[src/rtl/dma_desc_sequencer_if.sv]
// rtl/dma_desc_sequencer_if.sv - read/write streamer launch and done handshake bundle
interface dma_desc_sequencer_if #(
   parameter int IDX_W = 1
);
   logic             rd_str_valid_o;
   logic [IDX_W-1:0] rd_str_idx_o;
   logic             rd_str_done_i;
   logic             wr_str_valid_o;
   logic [IDX_W-1:0] wr_str_idx_o;
   logic             wr_str_done_i;

   // sequencer side: launches both streamers and collects their done pulses
   modport master (
      output rd_str_valid_o, rd_str_idx_o, wr_str_valid_o, wr_str_idx_o,
      input  rd_str_done_i, wr_str_done_i
   );

   // streamer side
   modport slave (
      input  rd_str_valid_o, rd_str_idx_o, wr_str_valid_o, wr_str_idx_o,
      output rd_str_done_i, wr_str_done_i
   );
endinterface

[src/rtl/dma_desc_sequencer.sv]
// rtl/dma_desc_sequencer.sv - DMA descriptor scheduler: scan, launch, wait, abort/error sequencing
module dma_desc_sequencer #(
   parameter int NUM_DESC = 2,
   parameter int IDX_W    = (NUM_DESC > 1) ? $clog2(NUM_DESC) : 1
) (
   input  logic                clk,
   input  logic                rst,
   input  logic                dma_go_i,
   input  logic                dma_abort_i,
   input  logic [NUM_DESC-1:0] desc_en_i,
   input  logic [NUM_DESC-1:0] desc_nz_i,
   input  logic                dma_axi_err_i,
   dma_desc_sequencer_if.master str_if,
   output logic                dma_active_o,
   output logic                dma_done_o,
   output logic                dma_aborted_o,
   output logic                dma_error_o
);

   localparam logic [2:0] IDLE   = 3'd0;
   localparam logic [2:0] SCAN   = 3'd1;
   localparam logic [2:0] LAUNCH = 3'd2;
   localparam logic [2:0] WAIT   = 3'd3;
   localparam logic [2:0] DONE   = 3'd4;

   localparam logic [IDX_W-1:0] LAST_IDX = IDX_W'(NUM_DESC - 1);

   logic [2:0]       state_q, state_d;
   logic [IDX_W-1:0] idx_q, idx_d;
   logic             aborted_q, aborted_d;
   logic             error_q, error_d;
   logic             rd_seen_q, rd_seen_d;
   logic             wr_seen_q, wr_seen_d;
   logic             last_idx;
   logic             slot_ready;

   assign last_idx   = (idx_q == LAST_IDX);
   assign slot_ready = desc_en_i[idx_q] & desc_nz_i[idx_q];

   // next-state decode: one slot per SCAN cycle, LAUNCH for a single cycle, WAIT for both dones
   always_comb begin
      state_d   = state_q;
      idx_d     = idx_q;
      aborted_d = aborted_q;
      error_d   = error_q;
      rd_seen_d = rd_seen_q;
      wr_seen_d = wr_seen_q;
      // an AXI error is recorded in any active state and blocks later launches
      if (state_q != IDLE && dma_axi_err_i) begin
         error_d = 1'b1;
      end
      case (state_q)
         IDLE: begin
            if (dma_go_i) begin
               aborted_d = 1'b0;
               error_d   = 1'b0;
               idx_d     = '0;
               state_d   = SCAN;
            end
         end
         SCAN: begin
            if (dma_abort_i) begin
               aborted_d = 1'b1;
               state_d   = DONE;
            end else if (error_d) begin
               state_d = DONE;
            end else if (slot_ready) begin
               state_d = LAUNCH;
            end else if (last_idx) begin
               state_d = DONE;
            end else begin
               idx_d = idx_q + IDX_W'(1);
            end
         end
         LAUNCH: begin
            if (dma_abort_i) begin
               aborted_d = 1'b1;
               state_d   = DONE;
            end else begin
               rd_seen_d = 1'b0;
               wr_seen_d = 1'b0;
               state_d   = WAIT;
            end
         end
         WAIT: begin
            // abort is only recorded here; the streamers still owe their done pulses
            if (dma_abort_i) begin
               aborted_d = 1'b1;
            end
            rd_seen_d = rd_seen_q | str_if.rd_str_done_i;
            wr_seen_d = wr_seen_q | str_if.wr_str_done_i;
            if (rd_seen_d && wr_seen_d) begin
               if (aborted_d || error_d || last_idx) begin
                  state_d = DONE;
               end else begin
                  idx_d   = idx_q + IDX_W'(1);
                  state_d = SCAN;
               end
            end
         end
         DONE: begin
            state_d = IDLE;
         end
         default: begin
            state_d = IDLE;
         end
      endcase
   end

   // state, index and sticky status registers
   always_ff @(posedge clk or negedge rst) begin
      if (!rst) begin
         state_q   <= IDLE;
         idx_q     <= '0;
         aborted_q <= 1'b0;
         error_q   <= 1'b0;
         rd_seen_q <= 1'b0;
         wr_seen_q <= 1'b0;
      end else begin
         state_q   <= state_d;
         idx_q     <= idx_d;
         aborted_q <= aborted_d;
         error_q   <= error_d;
         rd_seen_q <= rd_seen_d;
         wr_seen_q <= wr_seen_d;
      end
   end

   // launch strobes come straight off the LAUNCH state register; a same-cycle abort suppresses them
   assign str_if.rd_str_valid_o = (state_q == LAUNCH) && !dma_abort_i;
   assign str_if.wr_str_valid_o = (state_q == LAUNCH) && !dma_abort_i;
   assign str_if.rd_str_idx_o   = idx_q;
   assign str_if.wr_str_idx_o   = idx_q;

   assign dma_active_o  = (state_q != IDLE);
   assign dma_done_o    = (state_q == DONE);
   assign dma_aborted_o = aborted_q;
   assign dma_error_o   = error_q;

endmodule

[src/flat_wrapper.sv]
// flat-port wrapper written by rule: the top's interface ports become plain ports
module dma_desc_sequencer_flat 
#(
   parameter int NUM_DESC = 2,
   parameter int IDX_W    = (NUM_DESC > 1) ? $clog2(NUM_DESC) : 1
)
  (clk, rst, dma_go_i, dma_abort_i, desc_en_i, desc_nz_i, dma_axi_err_i, dma_active_o, dma_done_o, dma_aborted_o, dma_error_o, str_if_rd_str_valid_o, str_if_rd_str_idx_o, str_if_wr_str_valid_o, str_if_wr_str_idx_o, str_if_rd_str_done_i, str_if_wr_str_done_i);
  dma_desc_sequencer_if #(.IDX_W(IDX_W)) str_if_i ();
  input  logic clk;
  input  logic rst;
  input  logic dma_go_i;
  input  logic dma_abort_i;
  input  logic [NUM_DESC-1:0] desc_en_i;
  input  logic [NUM_DESC-1:0] desc_nz_i;
  input  logic dma_axi_err_i;
  output logic dma_active_o;
  output logic dma_done_o;
  output logic dma_aborted_o;
  output logic dma_error_o;
  output wire logic [$bits(str_if_i.rd_str_valid_o)-1:0] str_if_rd_str_valid_o;
  output wire logic [$bits(str_if_i.rd_str_idx_o)-1:0] str_if_rd_str_idx_o;
  output wire logic [$bits(str_if_i.wr_str_valid_o)-1:0] str_if_wr_str_valid_o;
  output wire logic [$bits(str_if_i.wr_str_idx_o)-1:0] str_if_wr_str_idx_o;
  input wire logic [$bits(str_if_i.rd_str_done_i)-1:0] str_if_rd_str_done_i;
  input wire logic [$bits(str_if_i.wr_str_done_i)-1:0] str_if_wr_str_done_i;
  assign str_if_rd_str_valid_o = str_if_i.rd_str_valid_o;
  assign str_if_rd_str_idx_o = str_if_i.rd_str_idx_o;
  assign str_if_wr_str_valid_o = str_if_i.wr_str_valid_o;
  assign str_if_wr_str_idx_o = str_if_i.wr_str_idx_o;
  assign str_if_i.rd_str_done_i = str_if_rd_str_done_i;
  assign str_if_i.wr_str_done_i = str_if_wr_str_done_i;
  dma_desc_sequencer #(.NUM_DESC(NUM_DESC), .IDX_W(IDX_W)) u_core (.clk(clk), .rst(rst), .dma_go_i(dma_go_i), .dma_abort_i(dma_abort_i), .desc_en_i(desc_en_i), .desc_nz_i(desc_nz_i), .dma_axi_err_i(dma_axi_err_i), .str_if(str_if_i), .dma_active_o(dma_active_o), .dma_done_o(dma_done_o), .dma_aborted_o(dma_aborted_o), .dma_error_o(dma_error_o));
endmodule
[config.mk]
export PLATFORM = sky130hd
export DESIGN_NAME = dma_desc_sequencer_flat
export DESIGN_NICKNAME = d
export VERILOG_FILES = /design/src/rtl/dma_desc_sequencer_if.sv /design/src/rtl/dma_desc_sequencer.sv /design/src/flat_wrapper.sv
export SDC_FILE = /design/constraint.sdc
export NUM_CORES = 1
export LEC_CHECK = 0
export CAP_MARGIN = 25
export CORE_AREA = 2 2 39 41
export CTS_BUF_LIST = sky130_fd_sc_hd__clkbuf_4 sky130_fd_sc_hd__clkbuf_8 sky130_fd_sc_hd__clkbuf_16
export DETAILED_ROUTE_END_ITERATION = 6
export DIE_AREA = 0 0 41 43
export GPL_ROUTABILITY_DRIVEN = 0
export PLACE_DENSITY = 0.75
export SLEW_MARGIN = 20
export SYNTH_ARGS = -nofsm -noshare
export SYNTH_HDL_FRONTEND = slang
export SYNTH_SLANG_ARGS = --single-unit
export TNS_END_PERCENT = 5
[constraint.sdc]
create_clock -name clk -period 2.1 [get_ports clk]
set_input_delay 0.21 -clock clk [delete_from_list [all_inputs] [get_ports clk]]
set_output_delay 0.21 -clock clk [all_outputs]
set_load 0.05 [all_outputs]
* Word-level counts from Yosys, hierarchy flattened
Cells that the tools add are included.
** Word-level totals
- Register bits after elaboration :: 8
- Word-level logic and storage cells :: 69
- Output and inout port bits :: 8
** Operators by class
- Multiplexer cells :: 30
- Equality and inequality tests :: 12
- $add $sub $neg :: 1
- Bitwise operators :: 3
- Reductions and logical operators :: 16
- $lt $le $gt $ge :: 1
** Operators with widths (number)
- $mux W3 :: 8
- $mux W1 :: 17
- $ne A2 B2 Y1 const B :: 6
- $pmux W3 S4 :: 1
- $reduce_bool A3 Y1 :: 3
- $reduce_and A7 Y1 :: 1
- $eq A3 B2 Y1 const B :: 2
- $pmux W1 S3 :: 2
- $ne A5 B2 Y1 const B :: 1
- $pmux W1 S2 :: 2
- $reduce_and A2 Y1 :: 2
- $eq A3 B1 Y1 const B :: 1
- $eq A3 B3 Y1 const B :: 1
- $logic_and A1 B1 Y1 :: 3
- $logic_not A3 Y1 :: 1
- $reduce_and A3 Y1 :: 1
- $logic_or A1 B1 Y1 :: 2
- $lt A1 B2 Y1 const B :: 1
- $ne A2 B1 Y1 const B :: 1
- $or A1 B1 Y1 :: 2
- $reduce_bool A2 Y1 :: 1
- $reduce_or A2 Y1 :: 1
- $add A1 B1 Y1 const B :: 1
- $and A1 B1 Y1 :: 1
- $logic_not A1 Y1 :: 1

* Logic depth before layout (Yosys ltp)
- Depth after elaboration :: 8
- Mapped depth :: 5

* Worst setup path before layout
Ideal clock, no wire load.
- Kind :: register -> output
- From :: reg u_core.state_q[2]
- To :: out dma_done_o
- Stages on the path, launching flop included :: 3
- Setup slack :: 0.284 ns
- Required time :: 1.890 ns
- Arrival :: 1.606 ns
- Cells stage by stage :: dfrtp_1 -> inv_1 -> nor3_1
** On the way
- Word-level cells in the longest chain between the ends :: 1
** Ends and longest elaborated chain
- start: declaration :: line dma_desc_sequencer.sv:28 : logic [2:0] state_q, state_d;
- start signal: assignment :: line dma_desc_sequencer.sv:120 : state_q <= state_d;
- $eq A3 B3 Y1 :: line dma_desc_sequencer.sv:136 : assign dma_done_o = (state_q == DONE);
- end: declaration :: line flat_wrapper.sv:17 : output logic dma_done_o;
No other way between the ends.

* Worst setup path after layout
- From :: reg u_core.state_q[2]
- To :: out dma_active_o
** On the way
- Word-level cells in the longest chain between the ends :: 1
** Ends and longest elaborated chain
- $reduce_bool A3 Y1 :: line dma_desc_sequencer.sv:135 : assign dma_active_o = (state_q != IDLE);
- end: declaration :: line flat_wrapper.sv:16 : output logic dma_active_o;
No other way between the ends.

==> summary.txt <==
Power
  • Sequential share of power: 0.256
  • Switch Pwr: 0.000572 W
  • Switching portion of total power: 0.498
  • P per Cell Area: 1550 nW/um^2
  • Leak: approximately 0.30 nW
  • Final Total Pwr: 0.00115 W
  • Clock share of power: 0.099
  • Peak supply drop: slightly above 0.0009 V
  • Pint: 0.000577 W
  • Combinational power share: 0.645

Yosys
  • Synth Cell Area: 522 sq um
  • FF+latch count, synth: 8
  • Syn Nets: 74
  • Distinct cell type count after synthesis: 26
  • Syn avg cell area: 8.28 sq um
  • Ys Warns: 0
  • Sequential area share after synthesis: 0.384
  • Syn Inst Count: 63

Critical path
  • Critical path's slowest cell: clkdlybuf4s50_1
  • Crit path DAT: about 1.8 ns
  • Critical path's largest stage delay: 0.71 ns
  • Worst Path Max Fanout: 7
  • Worst Path Class, Setup: flop to output pin
  • Critical path capture point type: output pin
  • Crit path cell chain: or3_4, clkdlybuf4s50_1
  • Critical path data required time: between 1.5 and 2 ns
  • Crit start category: flop

Layout
  • # fillers: 135
  • Area Overhead vs Synth: 42.4%
  • Sequential cell area: 200 sq um
  • Ant. Diodes: 0
  • Final Non-Filler Cells: 98
  • Final Net Count: 95
  • Area occupied by multi-input gates: 277 sq um
  • Fin area: around 740 sq um
  • Layout cell share with drive strength beyond 1: 0.146
  • Final Core Density: 0.537

Place
  • HPWL Detailed: 972 um
  • IO buf count: 18
  • Inst Count DP: 95
  • DP Area: just over 700 sq um

Floorplan
  • Die ar.: 1760 sq um
  • Die height: 43 um
  • Die Wd: approximately 41 um
  • Core box area: 1380 sq um
  • Initial Utilization: 0.377
  • Boundary Pins: 19
  • Cell Rows: 14

Global routing
  • Congestion Overflow GR: 0
  • Vias in the first global route: 465
  • GRT Total Usage: 0.173
  • Pin count of the biggest net entering global routing: 15
  • First-pass GRT wire length: 2.03 mm
  • Initial antenna violation count: 0

Job
  • Max cap viols: 0

Timing
  • Min Tclk post-route: roughly 2 ns
  • Final setup fails: 0
  • Tightest Pin Transition: about 0.5 ns
  • Setup Skew: 0.00544 ns
  • Achievable frequency: slightly below 500 MHz
  • Final Cycle Share: 0.973
  • Setup tns final: 0 ns
  • RSZ-0062 raised after global routing: false
  • Relative slew slack: 0.666
  • Slew Viols, Final: 0
  • Hold Vio Cnt, Final: 0

Clock tree
  • CTS Hold Bufs: 0
  • Clock Latency Late Sink: 0.25 ns
  • CTS Root Buffer Type: clkbuf_4
  • Clock-pin transition on the worst setup and hold timing paths: 0.05 ns
  • Setup Fix Bufs, Post-CTS: 0
  • Clk sink count: 8
  • TritonCTS clock tree: done
  • Cts repair resizes: 0
  • Clock buffer depth: 2
  • Total CTS buffers: 3
  • CTS H-tree depth: 1

Route
  • Top sig layer: met4
  • DR pass1 iterations: 4
  • Antenna-violating nets left: 0
  • Avg Vias per Cell: 5.45
  • DR WL met2: 589 um
  • Drt drc: 0
  • Vias after detailed routing: 534
  • Detailed-route wire length per cell: around 12 um
  • Routed WL: 1.21 mm
  • DRT met1 WL: 545 um
  • Total length of routed met3 wires: 55 um
  • Initial drt markers: 18

Worst hold path
  • Hold WC Path Type: input port to asynchronous set/reset pin

Status
  • Status: complete, no violations
## power groups by stage
stage	clock, W	combinational (W)	sequential (W)
after floorplan	0	0.000435	0.000389
after global placement	0	0.000739	0.000293
after detailed placement	0	0.000742	0.000298
after CTS	0.000121	0.000744	0.000294
after global routing	0.000128	0.000796	0.000308
final	0.000114	0.000741	0.000294
## cell usage after synthesis
library cell | instances | share of area
a21o_1 | 1 | 0.014
o21ai_0 | 10 | 0.096
nand3_1 | 1 | 0.0096
nor2_1 | 4 | 0.029
nand2b_1 | 1 | 0.012
a221o_1 | 1 | 0.019
a211o_1 | 1 | 0.017
and2b_2 | 2 | 0.034
a21oi_1 | 7 | 0.067
inv_1 | 3 | 0.022
a31oi_1 | 1 | 0.012
nand3b_1 | 1 | 0.014
dfrtp_1 | 8 | 0.38
a22oi_1 | 1 | 0.014
buf_6 | 1 | 0.022
nand2_1 | 5 | 0.036
o311a_1 | 1 | 0.019
nor4_1 | 2 | 0.024
a211oi_1 | 1 | 0.014
or3_4 | 1 | 0.022
nor3_1 | 3 | 0.029
or3_1 | 1 | 0.012
buf_4 | 3 | 0.043
and3_1 | 1 | 0.012
or2_2 | 1 | 0.012
o22ai_1 | 1 | 0.012
## path summary, 6_finish.rpt
kind / from / endpoint / slack [ns] / cells past startpoint
worst max-delay path: u_core.state_q[2] / dma_active_o / 0.06 / 2
worst min-delay path: rst / u_core.str_if.rd_str_idx_o / 0.23 / 1
worst max register to register: u_core.state_q[2] / u_core.state_q[1] / 0.35 / 4
worst min register to register: u_core.rd_seen_q / u_core.rd_seen_q / 0.54 / 2
max in group asynchronous: rst / u_core.rd_seen_q / 1.60 / 1
min in group clk: u_core.rd_seen_q / u_core.rd_seen_q / 0.54 / 2
## placed cells by master, fill, tap and decap left out, types with 2 or more instances in the layout
cell             instances
and2b_2                  2
dfrtp_1                  8
clkbuf_4                 3
inv_1                    3
buf_12                   2
a21oi_1                  7
o21ai_0                 10
buf_4                    3
nand2_1                  5
nor3_1                   3
nor4_1                   2
nor2_1                   4
clkdlybuf4s50_1         15
## cell type report
class | instances | share of cell area
multi-input combinational | 48 | 0.372
timing repair buffer | 20 | 0.286
sequential | 8 | 0.269
clock buffer | 3 | 0.0303
tap | 16 | 0.0269
inverter | 3 | 0.0152
## per-layer routing
metal / global-route usage / up-vias
met5: 0 / -
met4: 0.140 / 0
met3: 0.0157 / 2
met2: 0.219 / 12
met1: 0.255 / 252
li1: - / 268
## kinds of logic after synthesis
group,synth area share
AO/OA/AOI/OAI,0.285
buffers and inverters,0.0863
flip-flops,0.384
AND/OR/NAND/NOR,0.245
## worst max-delay path, delay by kind of cell, from the launching register on
kind / cells / cell delay, ns
buffers and inverters: 1 / 0.71
DFF: 1 / 0.44
and+or+nand+nor: 1 / 0.43
## sequential cells by signal, summed over array words and instances, names as in the netlist
| signal | flops |
|---|---|
| u_core.state_q | 3 |
| u_core.dma_aborted_o | 1 |
| u_core.wr_seen_q | 1 |
| u_core.dma_error_o | 1 |
| u_core.str_if.rd_str_idx_o | 1 |
| u_core.rd_seen_q | 1 |
## per-stage QoR
stage | hold slack (ns) | setup WS (ns)
final | 0.233 | 0.0575
after global routing | 0.251 | 0.00743
after CTS | 0.243 | 0.0536
after detailed placement | 0.516 | 0.331
after global placement | 0.511 | 0.336
after floorplan | -0.0856 | 0.284
(Power assumes the default switching activity.)
